### src/rtl/usb_pkg.sv
// Shared USB definitions: PID codes, CRC5 constants, token geometry and the
// token decoder state encoding. Imported by the token encoder and decoder.
package usb_pkg;

  typedef enum logic [3:0] {
    PID_OUT   = 4'b0001,
    PID_IN    = 4'b1001,
    PID_SOF   = 4'b0101,
    PID_SETUP = 4'b1101,
    PID_DATA0 = 4'b0011,
    PID_DATA1 = 4'b1011,
    PID_ACK   = 4'b0010,
    PID_NAK   = 4'b1010
  } pid_t;

  localparam logic [4:0] CRC5_INIT     = 5'b11111;
  localparam logic [4:0] CRC5_RESIDUAL = 5'b01100;

  // Token geometry, expressed as running bit counts after each field.
  localparam logic [4:0] TOKEN_BITS = 5'd24;
  localparam logic [4:0] PID_BITS   = 5'd8;
  localparam logic [4:0] BODY_END   = 5'd19;

  typedef enum logic [2:0] {
    ST_IDLE,
    ST_PID,
    ST_BODY,
    ST_CRC,
    ST_WAIT_END
  } dec_state_t;

  // One serial step of the x^5+x^2+1 LFSR, data fed LSB-first.
  function automatic logic [4:0] crc5_step(input logic [4:0] crc, input logic din);
    logic fb;
    fb = din ^ crc[4];
    return {crc[3:0], 1'b0} ^ (fb ? 5'b00101 : 5'b00000);
  endfunction

  // True when the PID nibble is one of the four token types.
  function automatic logic is_token_pid(input logic [3:0] p);
    case (p)
      PID_OUT, PID_IN, PID_SOF, PID_SETUP: return 1'b1;
      default:                             return 1'b0;
    endcase
  endfunction

  // Full PID byte check: complement check nibble plus token type.
  function automatic logic pid_byte_ok(input logic [7:0] b);
    return (b[7:4] == ~b[3:0]) && is_token_pid(b[3:0]);
  endfunction

endpackage

### src/rtl/usb_token_decoder_if.sv
// Bit-stream input and decoded-token result bundle of the USB token decoder.
// master = upstream bit-unstuffer / protocol side, slave = the decoder.
interface usb_token_decoder_if;
  logic        bitIn;
  logic        bitValid;
  logic        pktStart;
  logic        pktEnd;
  logic        tokValid;
  logic [3:0]  pid;
  logic [6:0]  addr;
  logic [3:0]  endp;
  logic [10:0] frameNum;
  logic        pidErr;
  logic        crcErr;
  logic        lenErr;

  modport master (
    output bitIn, bitValid, pktStart, pktEnd,
    input  tokValid, pid, addr, endp, frameNum, pidErr, crcErr, lenErr
  );

  modport slave (
    input  bitIn, bitValid, pktStart, pktEnd,
    output tokValid, pid, addr, endp, frameNum, pidErr, crcErr, lenErr
  );
endinterface

### src/rtl/crc5_serial.sv
// Serial USB CRC5 (x^5+x^2+1). init has priority over en; crc_next exposes
// the value the register will take so callers can judge the residual in the
// same cycle the last bit arrives.
module crc5_serial
  import usb_pkg::*;
(
  input  logic       clk,
  input  logic       rst,
  input  logic       init,
  input  logic       en,
  input  logic       din,
  output logic [4:0] crc,
  output logic [4:0] crc_next
);

  // Next LFSR value: reload, shift one bit, or hold.
  always_comb begin
    crc_next = crc;
    if (init) begin
      crc_next = CRC5_INIT;
    end else if (en) begin
      crc_next = crc5_step(crc, din);
    end
  end

  // LFSR register, seeded with the init pattern on reset.
  always_ff @(posedge clk) begin
    if (rst) begin
      crc <= CRC5_INIT;
    end else begin
      crc <= crc_next;
    end
  end

endmodule

### src/rtl/usb_token_decoder.sv
// USB token decoder: takes an unstuffed LSB-first token bit stream, checks
// PID, length and CRC5, and presents the decoded fields with a one-cycle
// tokValid strobe on the edge after pktEnd.
module usb_token_decoder
  import usb_pkg::*;
(
  input  logic                clk,
  input  logic                rst,
  usb_token_decoder_if.slave  bus
);

  dec_state_t  state_q, state_n;
  logic [4:0]  cnt_q, cnt_n;
  logic [23:0] cap_q, cap_n;
  logic        crc_init, crc_en;
  logic [4:0]  crc_q, crc_n;
  logic        end_evt;

  logic        tok_valid_q;
  logic [3:0]  pid_q;
  logic [6:0]  addr_q;
  logic [3:0]  endp_q;
  logic        pid_err_q, crc_err_q, len_err_q;

  crc5_serial u_crc (
    .clk      (clk),
    .rst      (rst),
    .init     (crc_init),
    .en       (crc_en),
    .din      (bus.bitIn),
    .crc      (crc_q),
    .crc_next (crc_n)
  );

  // Consume this cycle's bit (if any), then decide whether pktEnd closes a packet.
  always_comb begin
    // NOTE: every signal written here gets a default first, so no latch is inferred.
    state_n  = state_q;
    cnt_n    = cnt_q;
    cap_n    = cap_q;
    crc_init = 1'b0;
    crc_en   = 1'b0;

    if (bus.bitValid) begin
      if (bus.pktStart) begin
        // A start always restarts, aborting any packet in flight.
        state_n  = ST_PID;
        cnt_n    = 5'd1;
        cap_n    = {23'b0, bus.bitIn};
        crc_init = 1'b1;
      end else if (state_q != ST_IDLE) begin
        cnt_n = (cnt_q == 5'd31) ? cnt_q : cnt_q + 5'd1;
        // Bits past the 24th are counted only; cnt_q >= 24 matches no slot.
        for (int i = 0; i < int'(TOKEN_BITS); i++) begin
          if (cnt_q == 5'(i)) cap_n[i] = bus.bitIn;
        end
        crc_en = (state_q == ST_BODY) || (state_q == ST_CRC);
        case (state_q)
          ST_PID:  if (cnt_n == PID_BITS)   state_n = ST_BODY;
          ST_BODY: if (cnt_n == BODY_END)   state_n = ST_CRC;
          ST_CRC:  if (cnt_n == TOKEN_BITS) state_n = ST_WAIT_END;
          default: ;
        endcase
      end
    end

    end_evt = bus.pktEnd && (state_n != ST_IDLE);
  end

  // Sequencer state plus registered result fields, loaded only on end of packet.
  always_ff @(posedge clk) begin
    if (rst) begin
      state_q     <= ST_IDLE;
      cnt_q       <= 5'd0;
      // NOTE: the capture register is cleared on reset too; unreceived fields must read 0.
      cap_q       <= 24'd0;
      tok_valid_q <= 1'b0;
      pid_q       <= 4'd0;
      addr_q      <= 7'd0;
      endp_q      <= 4'd0;
      pid_err_q   <= 1'b0;
      crc_err_q   <= 1'b0;
      len_err_q   <= 1'b0;
    end else begin
      // NOTE: non-blocking assignments so every register updates from pre-edge values.
      state_q     <= end_evt ? ST_IDLE : state_n;
      cnt_q       <= cnt_n;
      cap_q       <= cap_n;
      tok_valid_q <= end_evt;
      if (end_evt) begin
        pid_q     <= cap_n[3:0];
        addr_q    <= cap_n[14:8];
        endp_q    <= cap_n[18:15];
        pid_err_q <= !pid_byte_ok(cap_n[7:0]);
        crc_err_q <= (crc_n != CRC5_RESIDUAL);
        len_err_q <= (cnt_n != TOKEN_BITS);
      end
    end
  end

  assign bus.tokValid = tok_valid_q;
  assign bus.pid      = pid_q;
  assign bus.addr     = addr_q;
  assign bus.endp     = endp_q;
  assign bus.frameNum = {endp_q, addr_q};
  assign bus.pidErr   = pid_err_q;
  assign bus.crcErr   = crc_err_q;
  assign bus.lenErr   = len_err_q;

endmodule

### src/flat_wrapper.sv
// flat-port wrapper written by rule: the top's interface ports become plain ports
module usb_token_decoder_flat import usb_pkg::*;
  (clk, rst, bus_bitIn, bus_bitValid, bus_pktStart, bus_pktEnd, bus_tokValid, bus_pid, bus_addr, bus_endp, bus_frameNum, bus_pidErr, bus_crcErr, bus_lenErr);
  usb_token_decoder_if bus_i ();
  input  logic clk;
  input  logic rst;
  input wire logic [$bits(bus_i.bitIn)-1:0] bus_bitIn;
  input wire logic [$bits(bus_i.bitValid)-1:0] bus_bitValid;
  input wire logic [$bits(bus_i.pktStart)-1:0] bus_pktStart;
  input wire logic [$bits(bus_i.pktEnd)-1:0] bus_pktEnd;
  output wire logic [$bits(bus_i.tokValid)-1:0] bus_tokValid;
  output wire logic [$bits(bus_i.pid)-1:0] bus_pid;
  output wire logic [$bits(bus_i.addr)-1:0] bus_addr;
  output wire logic [$bits(bus_i.endp)-1:0] bus_endp;
  output wire logic [$bits(bus_i.frameNum)-1:0] bus_frameNum;
  output wire logic [$bits(bus_i.pidErr)-1:0] bus_pidErr;
  output wire logic [$bits(bus_i.crcErr)-1:0] bus_crcErr;
  output wire logic [$bits(bus_i.lenErr)-1:0] bus_lenErr;
  assign bus_i.bitIn = bus_bitIn;
  assign bus_i.bitValid = bus_bitValid;
  assign bus_i.pktStart = bus_pktStart;
  assign bus_i.pktEnd = bus_pktEnd;
  assign bus_tokValid = bus_i.tokValid;
  assign bus_pid = bus_i.pid;
  assign bus_addr = bus_i.addr;
  assign bus_endp = bus_i.endp;
  assign bus_frameNum = bus_i.frameNum;
  assign bus_pidErr = bus_i.pidErr;
  assign bus_crcErr = bus_i.crcErr;
  assign bus_lenErr = bus_i.lenErr;
  usb_token_decoder u_core (.clk(clk), .rst(rst), .bus(bus_i));
endmodule
### config.mk
export PLATFORM = sky130hd
export DESIGN_NAME = usb_token_decoder_flat
export DESIGN_NICKNAME = d
export VERILOG_FILES = /design/src/rtl/usb_pkg.sv /design/src/rtl/usb_token_decoder_if.sv /design/src/rtl/crc5_serial.sv /design/src/rtl/usb_token_decoder.sv /design/src/flat_wrapper.sv
export SDC_FILE = /design/constraint.sdc
export NUM_CORES = 1
export LEC_CHECK = 0
export ABC_AREA = 0
export CAP_MARGIN = 20
export CORE_MARGIN = 2
export CORE_UTILIZATION = 51
export DETAILED_ROUTE_END_ITERATION = 8
export GPL_TIMING_DRIVEN = 0
export PLACE_DENSITY = 0.77
export SLEW_MARGIN = 20
export SYNTH_ARGS = -nofsm -noshare
export SYNTH_HDL_FRONTEND = slang
export SYNTH_SLANG_ARGS = --single-unit
### constraint.sdc
create_clock -name clk -period 2.8 [get_ports clk]
set_input_delay 0.84 -clock clk [delete_from_list [all_inputs] [get_ports clk]]
set_output_delay 0.84 -clock clk [all_outputs]
set_load 0.03 [all_outputs]
# ---- After elaboration in Yosys (flattened, before gate mapping)
# Cells that the tools add are included.
dict set report word_totals {
  register_bits 51
  output_inout_bits 30
}
dict set report classes {
  addsub 1
  n_eq_ne 32
  mux 44
  bitwise_logic 3
  n_reduce_logical 9
}
# cell count
set ops {}
lappend ops {{$mux W19} 3}
lappend ops {{$eq A5 B4 Y1 const B} 9}
lappend ops {{$eq A5 B5 Y1 const B} 6}
lappend ops {{$mux W5} 6}
lappend ops {{$mux W1} 27}
lappend ops {{$mux W3} 7}
lappend ops {{$eq A5 B3 Y1 const B} 4}
lappend ops {{$eq A5 B2 Y1 const B} 2}
lappend ops {{$pmux W3 S3} 1}
lappend ops {{$eq A4 B4 Y1 const B} 2}
lappend ops {{$eq A3 B2 Y1 const B} 2}
lappend ops {{$reduce_bool A3 Y1} 2}
lappend ops {{$add A5 B1 Y5 const B} 1}
lappend ops {{$eq A5 B1 Y1 const B} 1}
lappend ops {{$logic_not A5 Y1} 1}
lappend ops {{$ne A5 B4 Y1 const B} 1}
lappend ops {{$ne A5 B5 Y1 const B} 1}
lappend ops {{$xor A5 B3 Y5} 1}
lappend ops {{$eq A4 B1 Y1 const B} 1}
lappend ops {{$eq A4 B3 Y1 const B} 1}
lappend ops {{$eq A4 B4 Y1} 1}
lappend ops {{$not A4 Y4} 1}
lappend ops {{$reduce_or A4 Y1} 1}
lappend ops {{$eq A3 B1 Y1 const B} 1}
lappend ops {{5 further kinds} 6}

# ---- Logic depth before layout (Yosys ltp)
# Gate-level depths: netlist (run 1).
dict set report logic_depth {
  word_depth 14
  ltp_mapped 10
}

# ---- By module
# Synthesis (run 1) repeated with hierarchy kept, for this count alone.
dict set report hier_totals {
  hier_cells 309
  hier_area_um2 2793.9
}
# module instances cells_per_inst area_per_inst_um2 seq_area_each_um2
set modules_own_cells {}
lappend modules_own_cells {usb_token_decoder 1 282 2516.2 920.9}
lappend modules_own_cells {crc5_serial 1 27 277.8 100.1}

# ---- Worst setup path after synthesis (run 1)
# No wires, ideal clock.
dict set report synth_timing {
  kind {input to register}
  startpoint {input bus_bitValid}
  endpoint {register u_core.endp_q[1], in the netlist u_core.bus.endp[1]}
  setup_ps 121
  t_arrival_ps 2552
  required_ps 2679
  path_slack_ps 127
  stages 7
  path_cell_list {clkbuf_1 > clkinv_1 > a221oi_4 > a31o_1 > buf_6 > buf_12 > mux2_4}
}
dict set report synth_via {
  elab_chain_len 3
  elab_cells_between_ends 4
}
# item line
set synth_rtl {}
lappend synth_rtl {{start: declaration} flat_wrapper.sv:8} ;# input wire logic [$bits(bus_i.bitValid)-1:0] bus_bitValid;
lappend synth_rtl {{$mux W3} usb_token_decoder.sv:44} ;# if (bus.bitValid) begin
lappend synth_rtl {{$reduce_bool A3 Y1} usb_token_decoder.sv:67} ;# end_evt = bus.pktEnd && (state_n != ST_IDLE);
lappend synth_rtl {{$logic_and A1 B1 Y1} usb_token_decoder.sv:67}
lappend synth_rtl {{end signal: assignment} usb_token_decoder.sv:93} ;# endp_q <= cap_n[18:15];
lappend synth_rtl {{end: declaration} usb_token_decoder.sv:22} ;# logic [3:0] endp_q;
# Several ways; a longest one is shown, not always the timed one.
# A chain may end at the register's enable or synchronous reset.

# ---- Final worst setup path (run 1)
# Ends and elaborated chain as after synthesis.

==> results of run 1 <==
## state kept, by name, summed over array words and instances, names as in the netlist, 3 cells and up
register / flops
u_core.bus.addr: 7
u_core.state_q: 3
u_core.bus.endp: 4
u_core.cap_q: 19
u_core.bus.pid: 4
u_core.u_crc.crc: 5
u_core.cnt_q: 5
## worst min path at each step
| stage | to | startpoint |
|---|---|---|
| after CTS | u_core.bus.addr[5] | u_core.bus.addr[5] |
| after global placement | u_core.bus.addr[4] | u_core.bus.addr[4] |
| after floorplan | u_core.u_crc.crc[3] | u_core.u_crc.crc[2] |
| final | u_core.bus.addr[5] | u_core.bus.addr[5] |
| after detailed placement | u_core.bus.addr[5] | u_core.bus.addr[5] |
| after global routing | u_core.bus.addr[4] | u_core.bus.addr[4] |
## Yosys cell counts (all sizes together), types with 4 or more instances
cell type | count | area, um2
xnor2 | 6 | 52.6
dfxtp | 51 | 1020
a31oi | 10 | 62.6
o211ai | 5 | 37.5
nand4 | 9 | 56.3
a211oi | 10 | 80.1
ha | 4 | 50.1
inv | 22 | 82.6
nand2b | 4 | 25.0
and2 | 4 | 25.0
o221ai | 6 | 52.6
nor2 | 35 | 131
o21ai | 8 | 43.8
clkbuf | 22 | 82.6
nor4b | 9 | 78.8
nor2b | 18 | 113
nor3b | 5 | 37.5
nor3 | 7 | 40.0
buf | 21 | 165
mux2i | 11 | 110
a21oi | 15 | 78.8
a22oi | 5 | 37.5
nand2 | 20 | 75.1
mux2 | 16 | 188
a311oi | 4 | 41.3
## timing repair
action | in CTS | in global routing
buffers inserted | 2 | 2
endpoints found under the setup margin | 19 | 14
pin swaps | 2 | 0
gates resized for setup | 8 | 15
## cell families (layout without fill, tap and decap cells)
group	after synthesis	after routing	share of synthesized area
AOI/OAI and AO/OA	79	79	0.197
xor gates and xnor gates	6	6	0.0168
adders and majority gates	4	4	0.0160
buffers and inverters	66	113	0.107
DFF	51	51	0.327
muxes	27	27	0.0954
and+or+nand+nor	133	133	0.240
## metal layers
layer	vias to the layer above	routed length, um	global-route usage	share of wire
li1	1399	-	-	-
met3	17	491	0.0543	0.061
met4	0	131	0.0817	0.016
met5	-	0	0	0
met2	104	3830	0.407	0.48
met1	1398	3570	0.328	0.44
## worst register-to-register path: cells and delay by family, from the launching register on
kind	cells	cell delay (ns)
multiplexers	1	0.30
adder cells (fa/ha/maj)	1	0.24
buffers and inverters	3	0.49
AO/OA/AOI/OAI	4	1.03
flip-flops	1	0.38
AND/OR/NAND/NOR	1	0.16
## through the flow
step	instance area (um2)	instances	setup slack, ns	TNS, ns
after floorplan	3120	366	0.127	0
after global placement	3570	476	-0.891	-15.66
after detailed placement	3570	476	-0.933	-17.01
after CTS	3700	486	0.0133	0
after global routing	3770	488	0.0109	0
final	3770	488	0.0346	0
## final cells by class
class | count | area (um2)
fillers | 519 | 2150
multi-input cells | 249 | 1820
flip-flops and latches | 51 | 1020
repair buffers | 39 | 380
plain buffers | 43 | 264
well taps | 75 | 93.8
inverters | 23 | 88.8
clock buffers | 7 | 86.3
clock inverters | 1 | 8.76
## power by group
group | internal [mW] | switching (mW) | leakage, nW | total (mW)
combinational | 0.0921 | 0.133 | 0.912 | 0.225
sequential | 0.738 | 0.00918 | 0.413 | 0.747
clock | 0.203 | 0.248 | 0.0484 | 0.451
==> metrics.md, run 1 <==
| Metric | Value |
|---|---|
| PD cells | 378 mW/mm2 |
| CTS root buffer | clkbuf_8 |
| Row Count | 28 |
| Largest net degree at the start of global routing | 16 |
| Cells along the critical path | clkdlybuf4s50_1, clkbuf_4, nand2_1, nor3_1, a221oi_4, a31o_1, buf_6, buf_12, mux2_4 |
| GPL Wtd Cong | 0.914 |
| Ant diodes | 0 |
| Vias in the first global route | 2706 |
| Syn_nets | 376 |
| Crit end category | register |
| Antenna violations before repair | 0 |
| Top delay family on crit path | buffers and inverters |
| Chip width | 82.2 um |
| Critical Path End | u_core.bus.endp[1] |
| Via count | 2918 |
| Reg2reg start | u_core.cnt_q[1] |
| Crit Path Max Fanout | 10 |
| Most frequent cells in the layout | dfxtp_1 (50), nor2_1 (35), clkdlybuf4s50_1 (35) |
| Gate Count Post-Synth | 366 |
| Residual DRC | 0 |
| Crit path kind | in -> reg |
| Max IR drop VDD | 326 uV |
| Core area | 0.00592 mm2 |
| Final ANT Viol Nets | 0 |
| Hold path cells | 2 |
| Clk_skew | 0.0116 ns |
| I/O Buffers | 35 |
| Layout cells sized above 1 | 0.172 |
| Primary FF master, synth | dfxtp_1 |
| Setup violators final | 0 |
| Worst Reg-to-Reg Cells | 10 |
| Area delta synth->final | 20.6% |
| Max Freq | 362 MHz |
| Final Total Pwr | 1.42 mW |
| Starting density of the core | 0.527 |
| Tmin final | 2.77 ns |
| Detailed Routing Iterations Pass 1 | 5 |
| Syn Area/Cell | 8.53 um2 |
| Hold Violations, Final | 0 |
| Clk_lat worst skew | 0.31 ns |
| WP data required | 3.01 ns |
| Reg2Reg Setup Slack | 0.11 ns |
| Cell variety after synth | 62 |
| Leak pwr | 1.37 nW |
| Grt ovf | 0 |
| Critical path buffers and inverters | 4 |
| Worst hold path type | reg -> reg |
| Max Cap Violations | 0 |
| Clock-pin slew on the worst setup and hold paths | 0.10 ns |
| First-pass GRT wire length | 13.0 mm |
| Total die area | 0.00676 mm2 |
| Yosys reg bits | 51 |
| Post-synthesis sequential area ratio | 0.327 |
| Status | complete, no violations |
| Final wirelength | 8.02 mm |
| Unrepaired setup endpoints after global routing | no |
| Hold_buf cts | 0 |
| Stages on the worst setup path | 9 |
| Final core area utilization | 0.636 |
| Max Slew Vio Count | 0 |
| GR Util All Layers | 0.250 |
| Worst reg2reg endpoint | u_core.bus.endp[1] |
| CP max stage delay | 0.47 ns |
| WL/cell | 16.4 um |
| # IOs | 36 |
| Post-route clock period utilization | 0.988 |
| Commonest non-fill, non-tap cell in the layout | dfxtp_1 |
| Rel. slew slack | 0.629 |
| CP Launch Type | primary input |
| CTS tree | done |
| Ys Warns | 0 |
| Slowest stage cell, crit path | clkdlybuf4s50_1 |
| CTS H-tree depth | 2 |
| Number of flops mapped to enable cells by yosys | 0 |
| Mapped Area | 0.00312 mm2 |
| Async S/R FF share, synth | 0 |
| CTS Sinks | 51 |
| Worst EP arrival | 2.97 ns |
| DR iter-0 viols | 252 |
| Hold WS | 0.478 ns |
| Setup crit start | bus_bitValid |
| Hpwl dp | 5.67 mm |
| Nets | 422 |
| Die height | 82.2 um |
| Total CTS buffers | 5 |
| Vias per cell | 5.98 |
| Slew @ Worst Pin | 0.553 ns |
| CTS max path bufs | 2 |
Power figures use the tool's default switching activity.
==> run 2: changes to the inputs <==
--- a/config.mk
+++ b/config.mk
@@ -12,6 +12,7 @@
 export DETAILED_ROUTE_END_ITERATION = 8
 export GPL_TIMING_DRIVEN = 0
 export PLACE_DENSITY = 0.77
+export SETUP_SLACK_MARGIN = 0.05
 export SLEW_MARGIN = 20
 export SYNTH_ARGS = -nofsm -noshare
 export SYNTH_HDL_FRONTEND = slang
==> metrics.md, run 2 (synthesized netlist as in run 1, its figures left out) <==
| Metric | Value |
|---|---|
| Total CTS buffers | 5 (unchanged) |
| Max reg flops | 19 (unchanged) |
| Final core area utilization | 0.643 (+0.00655) |
| Largest net degree at the start of global routing | 16 (unchanged) |
| Unrepaired setup endpoints after global routing | yes |
| Ant diodes | 0 (unchanged) |
| GPL Wtd Cong | 0.914 (unchanged) |
| Slew @ Worst Pin | 0.564 ns (+0.0102 ns) |
| Cell area after layout | 0.00380 mm2 (+1.0%) |
| I/O Buffers | 35 (unchanged) |
| Hold WS | 0.476 ns (-0.00216 ns) |
| Nets | 421 (-0.24%) |
| Max Cap Violations | 0 (unchanged) |
| WL/cell | 16.6 um (+1.2%) |
| Grt ovf | 0 (unchanged) |
| Worst EP arrival | 2.91 ns (-0.06 ns) |
| WP data required | 2.99 ns (-0.02 ns) |
| Die height | 82.2 um (unchanged) |
| Chip width | 82.2 um (unchanged) |
| Slowest stage cell, crit path | clkdlybuf4s50_1 |
| Clk_lat worst skew | 0.31 ns (about the same) |
| Row Count | 28 (unchanged) |
| Tmin final | 2.72 ns (-0.0417 ns) |
| Post-route clock period utilization | 0.973 (-0.0149) |
| CTS H-tree depth | 2 (unchanged) |
| GR Util All Layers | 0.253 (+0.00320) |
| CP Launch Type | primary input |
| Commonest non-fill, non-tap cell in the layout | dfxtp_1 |
| Crit Path Max Fanout | 10 (unchanged) |
| Cell Count, Final, Fillers Out | 487 (-0.20%) |
| CTS Sinks | 51 (unchanged) |
| Hold_buf cts | 0 (unchanged) |
| Status | complete, no violations |
| Reg with most FFs | u_core.cap_q |
| PD cells | 375 mW/mm2 (-0.72%) |
| Final Total Pwr | 1.43 mW (+0.30%) |
| Setup violators final | 0 (unchanged) |
| DR iter-0 viols | 280 (+11%) |
| Rel. slew slack | 0.622 (-0.00684) |
| Area delta synth->final | 21.9% |
| Layout cells sized above 1 | 0.187 (+0.0150) |
| Worst hold path type | reg -> reg |
| Clock-pin slew on the worst setup and hold paths | 0.10 ns (about the same) |
| Cells along the critical path | clkdlybuf4s50_1, clkbuf_4, inv_1, clkbuf_2, o211a_1, a211oi_2, xnor2_1, nor4_2, o31ai_1 |
| Leak pwr | 1.39 nW (+1.5%) |
| Max IR drop VDD | 329 uV (+0.64%) |
| Placed instance count | 476 (unchanged) |
| Residual DRC | 0 (unchanged) |
| Hpwl dp | 5.67 mm (unchanged) |
| Crit path kind | in -> reg |
| CTS root buffer | clkbuf_8 |
| Starting density of the core | 0.527 (unchanged) |
| Final wirelength | 8.10 mm (+0.98%) |
| Vias in the first global route | 2741 (+1.3%) |
| Max Freq | 367 MHz (+1.5%) |
| Placed Area | 0.00357 mm2 (unchanged) |
| CTS tree | done |
| Vias per cell | 5.94 (-0.58%) |
| CTS max path bufs | 2 (unchanged) |
| Total die area | 0.00676 mm2 (unchanged) |
| Antenna violations before repair | 0 (unchanged) |
| Via count | 2895 (-0.79%) |
| # IOs | 36 (unchanged) |
| Core area | 0.00592 mm2 (unchanged) |
| Hold Violations, Final | 0 (unchanged) |
| Final ANT Viol Nets | 0 (unchanged) |
| Most frequent cells in the layout | dfxtp_1 (50), nor2_1 (35), clkdlybuf4s50_1 (35) |
| First-pass GRT wire length | 13.2 mm (+1.1%) |
| CP max stage delay | 0.47 ns (about the same) |
| Clk_skew | 0.0102 ns (-0.00139 ns) |
| Fillers | 521 (+0.39%) |
| Max Slew Vio Count | 0 (unchanged) |
| Crit end category | register |
| Detailed Routing Iterations Pass 1 | 5 (unchanged) |
==> run 2: changes by cell type in the layout (fill, tap and decap cells not counted), sizes merged <==
cell | before | now
buf | 23 | 26
inv | 23 | 22
clkbuf | 31 | 27
clkinv | 1 | 2
==> run 2: critical path, delay by kind of cell <==
family	cells	cell delay [ns]
compound gates	3	0.55
xor+xnor	1	0.14
buf+inv	4	1.04
simple gates	1	0.35
==> run 2: layout make-up <==
type,count,area [um2],area share
well taps,75,93.8,0.0247
repair buffers,40,400,0.105
inverters,23,91.3,0.0240
clock buffers,7,86.3,0.0227
multi-input cells,249,1840,0.484
plain buffers,41,262,0.0687
flip-flops and latches,51,1020,0.269
clock inverters,1,8.76,0.00230
==> run 2: path summary, 6_finish.rpt <==
check / start / endpoint / slack [ns] / depth (start not counted)
setup / recovery: bus_pktStart / u_core.bus.pidErr / 0.08 / 9
hold / removal: u_core.bus.addr[5] / u_core.bus.addr[5] / 0.48 / 2
setup reg to reg: u_core.cnt_q[1] / u_core.bus.pidErr / 0.14 / 9
hold reg to reg: u_core.bus.addr[5] / u_core.bus.addr[5] / 0.48 / 2
==> run 2: repair_timing <==
| action | 4_1_cts | 5_1_grt |
|---|---|---|
| hold endpoints to repair | 0 | 0 |
| pin swaps | 2 | 0 |
| resized for setup | 16 | 14 |
| endpoints found under the setup margin | 19 | 8 |
| buffers inserted | 2 | 3 |
==> run 2: stage by stage <==
stage	TNS [ns]	worst slack [ns]
global placement	-15.66	-0.891
detailed placement	-17.01	-0.933
global route	-0.0206	-0.0206
finish	0	0.0762
floorplan	0	0.127
CTS	0	0.0912
==> run 2: metal layers <==
layer | vias to the layer above | track usage | part of all wire
met3 | 22 | 0.0554 | 0.059
met5 | - | 0 | 0
met2 | 114 | 0.416 | 0.48
li1 | 1396 | - | -
met4 | 0 | 0.0850 | 0.019
met1 | 1363 | 0.328 | 0.45
==> run 2: power by group <==
| group | switching [mW] | internal [mW] | total [mW] |
|---|---|---|---|
| clock | 0.247 | 0.203 | 0.451 |
| combinational | 0.135 | 0.0958 | 0.230 |
| sequential | 0.00935 | 0.738 | 0.747 |
| total | 0.391 | 1.04 | 1.43 |
